==> src/rtl/mc_ctrl_pkg.sv <==
// Shared encodings for the multi-cycle controller: FSM states, opcode/funct values,
// ALU operation codes and write-register select codes.
package mc_ctrl_pkg;

    typedef enum logic [2:0] {
        StFetch  = 3'd0,
        StDecode = 3'd1,
        StExec   = 3'd2,
        StMem    = 3'd3,
        StWb     = 3'd4,
        StTrap   = 3'd5
    } state_e;

    localparam logic [5:0] OpRtype = 6'h00;
    localparam logic [5:0] OpJ     = 6'h02;
    localparam logic [5:0] OpJal   = 6'h03;
    localparam logic [5:0] OpBeq   = 6'h04;
    localparam logic [5:0] OpBne   = 6'h05;
    localparam logic [5:0] OpAddi  = 6'h08;
    localparam logic [5:0] OpXori  = 6'h0E;
    localparam logic [5:0] OpLw    = 6'h23;
    localparam logic [5:0] OpSw    = 6'h2B;

    localparam logic [5:0] FnJr  = 6'h08;
    localparam logic [5:0] FnAdd = 6'h20;
    localparam logic [5:0] FnSub = 6'h22;
    localparam logic [5:0] FnSlt = 6'h2A;

    localparam logic [2:0] AluAdd = 3'd0;
    localparam logic [2:0] AluSub = 3'd1;
    localparam logic [2:0] AluXor = 3'd2;
    localparam logic [2:0] AluSlt = 3'd3;

    localparam logic [1:0] RegDstRt = 2'd0;
    localparam logic [1:0] RegDstRd = 2'd1;
    localparam logic [1:0] RegDstRa = 2'd2;

    // ALU operation for the register-register arithmetic functs.
    function automatic logic [2:0] funct_alu_op(input logic [5:0] funct);
        logic [2:0] op;
        case (funct)
            FnSub:   op = AluSub;
            FnSlt:   op = AluSlt;
            default: op = AluAdd;
        endcase
        return op;
    endfunction

endpackage

==> src/rtl/mc_decode.sv <==
// Combinational instruction classifier: maps the captured IR to one-hot class flags
// plus the ALU operation for R-type arithmetic.
module mc_decode
    import mc_ctrl_pkg::*;
(
    input  logic [31:0] ir,
    output logic        op_j,
    output logic        op_jal,
    output logic        op_jr,
    output logic        op_alu_r,
    output logic        op_addi,
    output logic        op_xori,
    output logic        op_lw,
    output logic        op_sw,
    output logic        op_beq,
    output logic        op_bne,
    output logic        legal,
    output logic [2:0]  alu_r_op
);

    logic [5:0] opcode;
    logic [5:0] funct;
    logic       unused_ir_bits;

    assign opcode         = ir[31:26];
    assign funct          = ir[5:0];
    // Register/immediate fields are consumed by the datapath, not the controller.
    assign unused_ir_bits = ^ir[25:6];

    always_comb begin
        op_j     = 1'b0;
        op_jal   = 1'b0;
        op_jr    = 1'b0;
        op_alu_r = 1'b0;
        op_addi  = 1'b0;
        op_xori  = 1'b0;
        op_lw    = 1'b0;
        op_sw    = 1'b0;
        op_beq   = 1'b0;
        op_bne   = 1'b0;
        case (opcode)
            OpRtype: begin
                case (funct)
                    FnJr:                op_jr    = 1'b1;
                    FnAdd, FnSub, FnSlt: op_alu_r = 1'b1;
                    default: ;
                endcase
            end
            OpJ:     op_j    = 1'b1;
            OpJal:   op_jal  = 1'b1;
            OpBeq:   op_beq  = 1'b1;
            OpBne:   op_bne  = 1'b1;
            OpAddi:  op_addi = 1'b1;
            OpXori:  op_xori = 1'b1;
            OpLw:    op_lw   = 1'b1;
            OpSw:    op_sw   = 1'b1;
            default: ;
        endcase
    end

    assign legal = op_j | op_jal | op_jr | op_alu_r | op_addi | op_xori |
                   op_lw | op_sw | op_beq | op_bne;

    assign alu_r_op = funct_alu_op(funct);

endmodule

==> src/rtl/mc_ctrl.sv <==
// Multi-cycle CPU control FSM with memory-wait timeout trap.
// Define MC_CTRL_ILLEGAL_TRAP_EN to trap on illegal instructions instead of retiring them as NOPs.
module mc_ctrl
    import mc_ctrl_pkg::*;
#(
    parameter int unsigned MEM_WAIT_MAX = 15
) (
    input  logic        clk,
    input  logic        reset,
    input  logic [31:0] instr,
    input  logic        zero,
    input  logic        mem_ready,
    output logic        write_pc,
    output logic        is_branch,
    output logic        is_jump,
    output logic        is_jr,
    output logic        ir_we,
    output logic        reg_we,
    output logic        mem_we,
    output logic        mem_re,
    output logic [1:0]  reg_dst,
    output logic        mem_to_reg,
    output logic        alu_src,
    output logic [2:0]  alu_op,
    output logic        trap,
    output logic [2:0]  state
);

    localparam int unsigned WaitW = (MEM_WAIT_MAX > 0) ? $clog2(MEM_WAIT_MAX + 1) : 1;
    localparam logic [WaitW-1:0] WaitMax = WaitW'(MEM_WAIT_MAX);

    state_e           state_q, state_d;
    logic [31:0]      ir_q;
    logic [WaitW-1:0] wait_q, wait_d;

    logic       op_j, op_jal, op_jr, op_alu_r, op_addi, op_xori;
    logic       op_lw, op_sw, op_beq, op_bne, legal;
    logic [2:0] alu_r_op;

    mc_decode u_decode (
        .ir       (ir_q),
        .op_j     (op_j),
        .op_jal   (op_jal),
        .op_jr    (op_jr),
        .op_alu_r (op_alu_r),
        .op_addi  (op_addi),
        .op_xori  (op_xori),
        .op_lw    (op_lw),
        .op_sw    (op_sw),
        .op_beq   (op_beq),
        .op_bne   (op_bne),
        .legal    (legal),
        .alu_r_op (alu_r_op)
    );

    always_ff @(posedge clk) begin
        if (reset) begin
            state_q <= StFetch;
            ir_q    <= '0;
            wait_q  <= '0;
        end else begin
            state_q <= state_d;
            wait_q  <= wait_d;
            if (ir_we) begin
                ir_q <= instr;
            end
        end
    end

    always_comb begin
        state_d    = state_q;
        wait_d     = '0;
        write_pc   = 1'b0;
        is_branch  = 1'b0;
        is_jump    = 1'b0;
        is_jr      = 1'b0;
        ir_we      = 1'b0;
        reg_we     = 1'b0;
        mem_we     = 1'b0;
        mem_re     = 1'b0;
        reg_dst    = RegDstRt;
        mem_to_reg = 1'b0;
        alu_src    = 1'b0;
        alu_op     = AluAdd;
        trap       = 1'b0;

        case (state_q)
            StFetch: begin
                ir_we   = 1'b1;
                state_d = StDecode;
            end
            StDecode: begin
                if (op_j || op_jal) begin
                    write_pc = 1'b1;
                    is_jump  = 1'b1;
                    if (op_jal) begin
                        reg_we  = 1'b1;
                        reg_dst = RegDstRa;
                    end
                    state_d = StFetch;
                end else if (op_jr) begin
                    write_pc = 1'b1;
                    is_jr    = 1'b1;
                    state_d  = StFetch;
                end else if (legal) begin
                    state_d = StExec;
                end else begin
`ifdef MC_CTRL_ILLEGAL_TRAP_EN
                    state_d = StTrap;
`else
                    write_pc = 1'b1;
                    state_d  = StFetch;
`endif
                end
            end
            StExec: begin
                if (op_alu_r) begin
                    alu_op  = alu_r_op;
                    state_d = StWb;
                end else if (op_addi) begin
                    alu_op  = AluAdd;
                    alu_src = 1'b1;
                    state_d = StWb;
                end else if (op_xori) begin
                    alu_op  = AluXor;
                    alu_src = 1'b1;
                    state_d = StWb;
                end else if (op_lw || op_sw) begin
                    alu_op  = AluAdd;
                    alu_src = 1'b1;
                    state_d = StMem;
                end else if (op_beq || op_bne) begin
                    alu_op    = AluSub;
                    write_pc  = 1'b1;
                    is_branch = op_beq ? zero : ~zero;
                    state_d   = StFetch;
                end else begin
                    state_d = StTrap;
                end
            end
            StMem: begin
                mem_re = op_lw;
                mem_we = op_sw;
                wait_d = wait_q;
                if (mem_ready) begin
                    if (op_sw) begin
                        write_pc = 1'b1;
                        state_d  = StFetch;
                    end else begin
                        state_d = StWb;
                    end
                end else if (wait_q == WaitMax) begin
                    // Counter already holds MEM_WAIT_MAX tolerated low cycles.
                    state_d = StTrap;
                end else begin
                    wait_d = wait_q + WaitW'(1);
                end
            end
            StWb: begin
                reg_we     = 1'b1;
                write_pc   = 1'b1;
                reg_dst    = op_alu_r ? RegDstRd : RegDstRt;
                mem_to_reg = op_lw;
                state_d    = StFetch;
            end
            StTrap: begin
                trap    = 1'b1;
                state_d = StTrap;
            end
            default: begin
                state_d = StTrap;
            end
        endcase
    end

    assign state = state_q;

endmodule

==> config.mk <==
export PLATFORM = sky130hd
export DESIGN_NAME = mc_ctrl
export DESIGN_NICKNAME = d
export VERILOG_FILES = /design/src/rtl/mc_ctrl_pkg.sv /design/src/rtl/mc_decode.sv /design/src/rtl/mc_ctrl.sv
export SDC_FILE = /design/constraint.sdc
export NUM_CORES = 1
export LEC_CHECK = 0
export CAP_MARGIN = 20
export CORE_MARGIN = 2
export CORE_UTILIZATION = 36
export CTS_CLUSTER_DIAMETER = 40
export DETAILED_ROUTE_END_ITERATION = 16
export HOLD_SLACK_MARGIN = 0.15
export PLACE_DENSITY = 0.75
export SYNTH_ARGS = -nofsm -noshare
export SYNTH_HDL_FRONTEND = slang
export SYNTH_SLANG_ARGS = --single-unit
==> constraint.sdc <==
create_clock -name clk -period 1.6 [get_ports clk]
set_input_delay 0.16 -clock clk [delete_from_list [all_inputs] [get_ports clk]]
set_output_delay 0.16 -clock clk [all_outputs]
set_load 0.02 [all_outputs]
; ---- Yosys cells after proc, flatten, opt, wreduce, memory -nomap -nowiden
; Cells that the tools add are included.
[totals]
out_inout_bits = 19
regBits = 39
input_bits = 36
wordCells = 115
[op_classes]
bitwise_logic = 13
n_mux = 71
n_reduce_logical = 8
eq_ne = 19
add_sub_neg = 1
[ops]
columns = operator, count
row1 = 2-to-1 mux 1 bit, 49
row2 = "== test 6 bit, second input constant", 5
row3 = 2-to-1 mux 3 bit, 10
row4 = "== test 6 x 4 -> 1 bit, second input constant", 3
row5 = one-hot mux 3 bit (5 select lines), 1
row6 = 2-to-1 mux 2 bit, 7
row7 = "== test 6 x 2 -> 1 bit, second input constant", 2
row8 = "== test 6 x 3 -> 1 bit, second input constant", 2
row9 = OR 1 bit, 9
row10 = one-hot mux 2 bit (2 select lines), 2
row11 = "== test 3 x 2 -> 1 bit, second input constant", 2
row12 = "== test 3 bit, second input constant", 2
row13 = logical NOT 6 bit, 1
row14 = "adder 4 x 1 -> 4 bit, second input constant", 1
row15 = "== test 4 bit, second input constant", 1
row16 = NOT 1 bit, 4
row17 = one-hot mux 1 bit (4 select lines), 1
row18 = "== test 3 x 1 -> 1 bit, second input constant", 1
row19 = logical NOT 3 bit, 1
row20 = logical OR 1 bit, 3
row21 = "!= test 3 bit, second input constant", 1
row22 = OR reduction 3 bit, 1
row23 = one-hot mux 1 bit (2 select lines), 1
row24 = AND reduction 2 bit, 1
row25 = OR reduction 2 bit, 1

; ---- Logic depth before layout (Yosys ltp)
; Gate-level depths: netlist (run 1).
[depth]
ltp_word = 15
mapped_depth = 7
ltp_nobuf = 5

; ---- Hierarchy
; A second synthesis (run 1) with hierarchy kept.
[hier_totals]
cells_unflattened = 254
hier_area_um2 = 1928.1
[by_module_without_submodules]
columns = mod, seq_area_each_um2, area_per_inst_um2, cells_per_inst, n_inst
row1 = mc_ctrl, 780.7, 1701.6, 220, 1
row2 = mc_decode, 0.0, 226.5, 34, 1

; ---- Least setup slack after synthesis (run 1)
; OpenSTA, ideal clock, no wires.
[synth_timing]
kind = flip-flop to output port
startpoint = register state_q[0] (netlist: state[0])
endpoint = output is_jr
path_slack_ns = -0.395
arrival_ns = 1.835
path_buffers = 1
t_required_ns = 1.440
stages_incl_launch_ff = 6
cell_sequence = dfxtp_1 clkbuf_1 nor2b_1 and2b_1 nand2_1 nor4_1
[synth_between]
elab_chain_cells = 2
[synth_rtl]
columns = item, line_no
row1 = start: declaration, mc_ctrl.sv:32  ; state_e state_q, state_d;
row2 = start signal: assignment, mc_ctrl.sv:58  ; state_q <= StFetch;
row3 = start signal: assignment, mc_ctrl.sv:62  ; state_q <= state_d;
row4 = == test 3 x 1 -> 1 bit, mc_ctrl.sv:87  ; case (state_q)
row5 = 2-to-1 mux 1 bit, mc_ctrl.sv:87
row6 = end: declaration, mc_ctrl.sv:16  ; output logic is_jr,
; Every way passes these cells.

; ---- Worst setup path after layout (run 1)
[layout_timing]
startpoint = register ir_q[27]
endpoint = output write_pc
[layout_between]
elab_chain_cells = 15
word_cells_on_any_way = 42
classes_between = 8 x eq/ne / 21 x mux / 9 x bitwise / 4 x reduce/logical
[layout_rtl]
columns = item, line_no
row1 = start: declaration, mc_ctrl.sv:33  ; logic [31:0] ir_q;
row2 = start signal: assignment, mc_ctrl.sv:65  ; ir_q <= instr;
row3 = == test 6 x 2 -> 1 bit, mc_decode.sv:41  ; case (opcode)
row4 = 2-to-1 mux 1 bit, mc_decode.sv:41
row5 = OR 1 bit (6 in series), mc_decode.sv:61  ; assign legal = op_j | op_jal | op_jr | op_alu_r | op_addi | op_xori |
row6 = OR 1 bit (3 in series), mc_decode.sv:62  ; op_lw | op_sw | op_beq | op_bne;
row7 = 2-to-1 mux 1 bit, mc_ctrl.sv:105  ; end else if (legal) begin
row8 = 2-to-1 mux 1 bit, mc_ctrl.sv:101  ; end else if (op_jr) begin
row9 = 2-to-1 mux 1 bit, mc_ctrl.sv:93  ; if (op_j || op_jal) begin
row10 = one-hot mux 1 bit (4 select lines) *, mc_ctrl.sv:87
row11 = end: declaration, mc_ctrl.sv:13  ; output logic write_pc,
; Every way passes the cells marked *; elsewhere a longest branch is shown, timed or not.

==> results by group, run 1 <==
CTS
  • Sinks on Clock Net: 19
  • H-tree levels: 1
  • Clock Latency Late Sink: 0.30 ns
  • Clock-pin slew reported for the worst setup and hold paths after clock tree synthesis: 0.11 ns
  • Total clock buffers created by CTS: 3
  • Clock Path Buffers: 2
  • Number of hold-repair buffers added at the cts stage: 0
  • Clock tree from TritonCTS: built
  • CTS root buffer: clkbuf_4

Drt
  • Count of TritonRoute iterations in the first routing pass: 4
  • Initial drt markers: 76
  • Total via count in the routed design: 1344
  • Final wirelength: 3550 µm
  • DRC violations left: 0
  • Post-detailed-route count of antenna-violating nets: 0
  • Via-per-instance ratio: 5.35
  • Post-detailed-route wirelength per cell: 14.1 µm

Die
  • Std cell rows: 20
  • Die area: 0.00353 mm²
  • Placeable core region: 0.00298 mm²
  • Die Span Y: 59.4 µm
  • Die width: 59.4 µm
  • Starting density of the core: 37.1%
  • Number of I/O pins: 55

Run status
  • Violations in the final reports: setup timing
  • Run status: finished, violations left

Synthesis
  • Cell area after technology mapping: 0.00111 mm²
  • Mapped Avg Cell Area: 7.37 µm²
  • Register area share after synthesis: 34.4%
  • Top cells by area, synth: dfxtp_1 34%, nand2_1 11%, a21oi_1 8.6%, nor2_1 4.4%, xnor2_1 2.4%
  • Number of distinct standard cells referenced by the synthesized netlist: 42
  • Count of yosys warnings during synthesis: 0
  • Seq cells post-synth: 19
  • Synth area leader: dfxtp_1
  • Area fraction of the dominant cell type after synthesis: 34.4%
  • Number of standard cells after synthesis: 150
  • Net count after synthesis: 187

Global route
  • Routing usage on met2: 34.7%
  • Wire length of the first global-routing pass: 5350 µm
  • Routing usage on met3: 3.28%
  • Antenna violations before repair: 0
  • Maximum number of pins on one net before global-route repair: 16
  • Most utilized layer in the global route result: met2
  • Overall Global Routing Usage: 20.0%
  • Number of global-route vias before repair: 1233
  • Routing usage on met1: 24.1%
  • Global route overflow: 0

Finish
  • Area added between synthesis and finish: 69.6%
  • Most common cell after layout, fill and taps aside: buf_4
  • NumNets Final: 256
  • Non-Filler Instances: 251
  • Fraction of layout cells with a size suffix above 1: 40.8%
  • Antenna diodes: 0
  • Commonest cells after routing, fill and taps aside: 48 x buf_4, 32 x nand2_1, 16 x clkdlybuf4s50_1, 15 x a21oi_1, 12 x dfxtp_1

Setup path
  • Category of the worst setup path capture point: output pin
  • Cell-by-cell listing of the critical path: or4b_1 -> a31o_1 -> a21oi_2 -> nor2_1 -> a21o_1 -> buf_2
  • Cell type of the slowest stage on the worst timing path: or4b_1
  • Data arrival time of the critical path: 1.88 ns
  • Category of the most critical setup path: register to output pin
  • Required time reported for the critical path endpoint: 1.44 ns
  • Startpoint type of the worst setup path: register
  • Maximum fanout along the worst path: 4
  • Peak per-stage delay on the critical path: 0.52 ns

Placed design
  • Final estimated routing congestion in global placement: 0.863
  • Worst setup slack after placement: -0.461 ns
  • Number of buffer cells added on primary ports: 33
  • # placed instances: 241
  • DP Wirelength: 2500 µm

Timing
  • Count of final setup violators: 13
  • Final critical-path setup slack: -0.440 ns
  • Count of pins over their slew limit: 0
  • Final Cycle Share: 128%
  • Setup TNS: -3.01 ns
  • Achievable frequency: 490 MHz
  • Clock Skews: 0.00469 ns
  • Hold violation total from the final report: 0
  • Final critical-path required period: 2.04 ns
  • Unrepaired setup endpoints after global routing: true

Min path
  • Worst Hold Class: input port to register

Power and ir drop
  • Peak supply drop: 0.000493 V
  • Areal power density over the cells: 921 mW/mm²
  • Leakage power figure: 0.793 nW
  • Sum of internal, switching and leakage power: 0.00173 W

Run
  • Number of maximum-capacitance violations: 0
[kinds of logic after synthesis]
group           synth area share [%]
other cells                    0.339
buf+inv                         5.54
xor+xnor                        3.96
flops                           34.4
compound gates                  15.0
mux                            0.905
simple gates                    38.7
fa+ha+maj                       1.13
[state kept, by name, indices dropped and copies added (netlist names)]
register / cells
ir_q: 12
wait_q: 4
state: 3
[layout make-up]
cell class | instances | area, µm²
fill | 253 | 1100
timing repair buffer | 75 | 634
sequential | 19 | 392
multi-input combinational | 119 | 777
inverter | 1 | 3.75
clock buffer | 3 | 22.5
clock inverter | 1 | 5.00
tap | 33 | 41.3
[stage by stage]
step	hold slack, ns	instance area (µm²)	util [%]
floorplan	0.222	1130	-
global placement	0.471	1710	57.5
detailed placement	0.491	1710	57.5
CTS	0.381	1790	60.0
global route	0.384	1880	63.0
finish	0.388	1880	63.0
[where the power goes]
part | internal, W | switching, W | leakage, nW
Clock | 0.0000932 | 0.000148 | 0.0177
Combinational | 0.000443 | 0.000441 | 0.617
Sequential | 0.000540 | 0.0000629 | 0.159
Total | 0.00108 | 0.000652 | 0.793
[layer usage]
metal	vias to the layer above	share of wire [%]
li1	652	-
met1	643	42
met2	43	52
met3	6	4.7
met4	0	1.3
met5	-	0
[cell usage after synthesis]
| library cell | n |
|---|---|
| nand2_1 | 33 |
| a21oi_1 | 19 |
| dfxtp_1 | 19 |
| nor2_1 | 13 |
| clkbuf_1 | 5 |
| buf_2 | 4 |
| nor3_1 | 4 |
| and3_1 | 3 |
| nand4_1 | 3 |
| nor2b_1 | 3 |
| xnor2_1 | 3 |
| a21oi_2 | 2 |
| nand2b_1 | 2 |
| nand3_1 | 2 |
| nand3b_1 | 2 |
| nand4b_1 | 2 |
| nor3b_1 | 2 |
| nor4_1 | 2 |
| o21ai_1 | 2 |
| or3_1 | 2 |
| xor2_1 | 2 |
| a21o_1 | 1 |
| a31o_1 | 1 |
| a31oi_1 | 1 |
| and2b_1 | 1 |
| and3b_1 | 1 |
| and4b_1 | 1 |
| buf_4 | 1 |
| buf_6 | 1 |
| conb_1 | 1 |
| ha_1 | 1 |
| inv_2 | 1 |
| mux2i_1 | 1 |
| nand4bb_1 | 1 |
| nor4_2 | 1 |
| nor4b_1 | 1 |
| o211ai_1 | 1 |
| o21ai_0 | 1 |
| o221ai_1 | 1 |
| or2_1 | 1 |
| or3b_1 | 1 |
| or4b_1 | 1 |
[worst paths after layout]
path | startpoint | endpoint | slack [ns] | cells past startpoint
worst max-delay path | ir_q[27] | write_pc | -0.44 | 6
worst min-delay path | instr[31] | ir_q[31] | 0.39 | 3
worst max register to register | ir_q[31] | state[1] | 0.02 | 7
worst min register to register | ir_q[2] | ir_q[2] | 0.50 | 2
[worst max-delay path, delay by kind of cell (launching register included)]
kind	cells	cell delay (ns)
AO/OA/AOI/OAI	3	0.51
flip-flops	1	0.35
AND/OR/NAND/NOR	2	0.58
buffers and inverters	1	0.15
[what timing repair did]
| action | in CTS | in global routing |
|---|---|---|
| buffers inserted | 3 | 3 |
| resized for setup | 73 | 33 |
| endpoints found under the setup margin | 18 | 17 |
| cloned | 0 | 0 |
| pin swaps | 3 | 3 |
Power figures use the tool's default switching activity.
==> run 2: changes to the inputs <==
Settings changed: CORE_UTILIZATION 36 to 40, PLACE_DENSITY 0.75 to 0.79.
Clock period 1.6 ns to 2.2 ns, I/O delays scaled along.
==> run 2 against run 1 <==
  * The flow now finishes without violations
  * Clock power fell by 26%
  * Core utilization shrank 3.7 points
  * Hold slack gained 0.056 ns
  * Global-route usage is 1.1 points lower
  * Cell area shrank 15%
  * Non-clock buffer count is 21 lower
  * Wire length shrank 17%
  * Combinational power down 42%
  * Via count down 8.9%
  * First-iteration DRC count down 49%
  * Cell count fell by 9.2%
  * Total power shrank 35%
  * Highest routed layer unchanged
==> results by group, run 2 (synthesis results as in run 1) <==
Run status
  • Run status: completed

Global route
  • Global route overflow: 0
  • Number of global-route vias before repair: 1124
  • Antenna violations before repair: 0
  • Overall Global Routing Usage: 18.9%
  • Wire length of the first global-routing pass: 4760 µm
  • Maximum number of pins on one net before global-route repair: 16

CTS
  • Clock-pin slew reported for the worst setup and hold paths after clock tree synthesis: 0.11 ns
  • CTS root buffer: clkbuf_4
  • Sinks on Clock Net: 19
  • Clock Path Buffers: 2
  • Clock Latency Late Sink: 0.30 ns
  • Clock tree from TritonCTS: built
  • H-tree levels: 1
  • Number of hold-repair buffers added at the cts stage: 0
  • Total clock buffers created by CTS: 3

Setup path
  • Worst-case register-to-register setup slack: 0.47 ns
  • Critical R2R Launch: ir_q[27]
  • Data arrival time of the critical path: 1.93 ns
  • Startpoint type of the worst setup path: register
  • Maximum fanout along the worst path: 5
  • Number of cells traversed by the worst register-to-register path: 8
  • Required time reported for the critical path endpoint: 1.98 ns
  • End of the worst register-to-register path: state[1]
  • Category of the most critical setup path: register to output pin
  • Category of the worst setup path capture point: output pin

Finish
  • Register name with the most flops: ir_q
  • Most common cell after layout, fill and taps aside: nand2_1
  • Number of flip-flops in the largest register: 12
  • Commonest cells after routing, fill and taps aside: 33 x nand2_1, 22 x buf_4, 20 x clkdlybuf4s50_1, 18 x a21oi_1, 17 x dfxtp_1
  • Antenna diodes: 0
  • Area added between synthesis and finish: 44.0%
  • Multi-input gate area in the final layout: 677 µm²
  • Register area: 385 µm²
  • Filler cells: 256
  • Fraction of layout cells with a size suffix above 1: 19.3%
  • Non-Filler Instances: 228
  • NumNets Final: 235

Drt
  • Final wirelength: 2930 µm
  • Total via count in the routed design: 1225
  • Post-detailed-route wirelength per cell: 12.8 µm
  • Count of TritonRoute iterations in the first routing pass: 4
  • DRC violations left: 0
  • Via-per-instance ratio: 5.37
  • Initial drt markers: 39
  • Post-detailed-route count of antenna-violating nets: 0

Timing
  • Unrepaired setup endpoints after global routing: true
  • Clock Skews: 0.00992 ns
  • Achievable frequency: 464 MHz
  • Count of pins over their slew limit: 0
  • Hold violation total from the final report: 0
  • Worst slew margin: 66.3%
  • Final critical-path required period: 2.15 ns
  • Final critical-path setup slack: 0.0453 ns
  • Count of final setup violators: 0
  • Setup TNS: 0 ns
  • Final Cycle Share: 97.9%
  • Slew at the pin with the worst max-slew slack: 0.503 ns

Die
  • Die Span Y: 56.6 µm
  • Die width: 56.6 µm
  • Number of I/O pins: 55
  • Placeable core region: 0.00269 mm²
  • Std cell rows: 19
  • Die area: 0.00320 mm²
  • Starting density of the core: 41.2%

Placed design
  • Final estimated routing congestion in global placement: 0.910
  • # placed instances: 223
  • DP Wirelength: 2300 µm
  • Number of buffer cells added on primary ports: 33
  • Worst setup slack after placement: -0.0345 ns

Min path
  • End point of the most critical hold path: ir_q[28]
  • Worst Hold Path Cells: 3
  • Worst Hold Class: input port to register
  • Critical hold path startpoint: instr[28]

Power and ir drop
  • Leakage power figure: 0.667 nW
  • Areal power density over the cells: 707 mW/mm²
  • Peak supply drop: 0.000493 V

Run
  • Number of maximum-capacitance violations: 0
run 2: cell types whose count changed in the layout (fill, tap and decap cells not counted), moves of 3 or more:
cell,delta
buf_4,-26
dfxtp_2,-5
buf_6,-6
nor3_2,-3
clkbuf_2,+3
dfxtp_1,+5
nor3_1,+3
a21oi_1,+3
dlygate4sd2_1,+3
a21oi_2,-3
clkdlybuf4s50_1,+4
run 2: power breakdown:
part           switching, W  total (W)  internal (W)
Clock              0.000108   0.000178     0.0000706
Sequential        0.0000434   0.000433      0.000390
Combinational      0.000264   0.000515      0.000251
Total              0.000415    0.00113      0.000712
run 2: timing repair:
item	in CTS	in global routing
setup buffers	0	1
resized for setup	22	14
pin swaps	0	2
gates cloned	0	0
endpoints found under the setup margin	12	9
run 2: per-layer routing:
layer  wire length (µm)  share of wire (%)  up-vias  track usage [%]
li1                   -                  -      614                -
met1               1290                 44      565             22.6
met2               1400                 48       39             32.7
met3                194                6.6        7             5.07
met4                 46                1.6        0             5.78
met5                  0                  0        -                0
run 2: layout make-up:
| class | instances | area share, % |
|---|---|---|
| Multi-Input combinational cell | 119 | 42.5 |
| Timing Repair Buffer | 54 | 29.0 |
| Sequential cell | 19 | 24.2 |
| Tap cell | 31 | 2.44 |
| Clock buffer | 4 | 1.65 |
| Inverter | 1 | 0.236 |
run 2: how the worst max path moves through the flow:
stage                     startpoint         end  slack (ns)  depth (start not counted)
final                       ir_q[27]    write_pc        0.05                          7
after global routing        ir_q[28]    write_pc       -0.02                          6
after CTS                   ir_q[28]  reg_dst[0]        0.02                          6
after detailed placement    ir_q[28]    write_pc       -0.03                          6
after global placement      ir_q[28]    write_pc       0.007                          6
after floorplan             state[0]       is_jr        0.14                          5
run 2: critical path, cell delays in order (launching register included):
cell,delay (ns)
dfxtp_1,0.36
buf_4,0.16
or3b_1,0.35
a31o_1,0.24
a21oi_2,0.15
nor2_1,0.06
a21o_1,0.15
buf_2,0.15
run 2: per-stage QoR:
stage          util, %  hold slack, ns  instance area [µm²]  total power [W]
6_report          59.3           0.444                 1590          0.00113
5_1_grt           59.3           0.459                 1590          0.00120
4_1_cts           58.9           0.451                 1580          0.00112
3_5_place_dp      58.4           0.469                 1570         0.000950
3_3_place_gp      58.4           0.459                 1570         0.000938
2_1_floorplan        -           0.282                 1110         0.000727
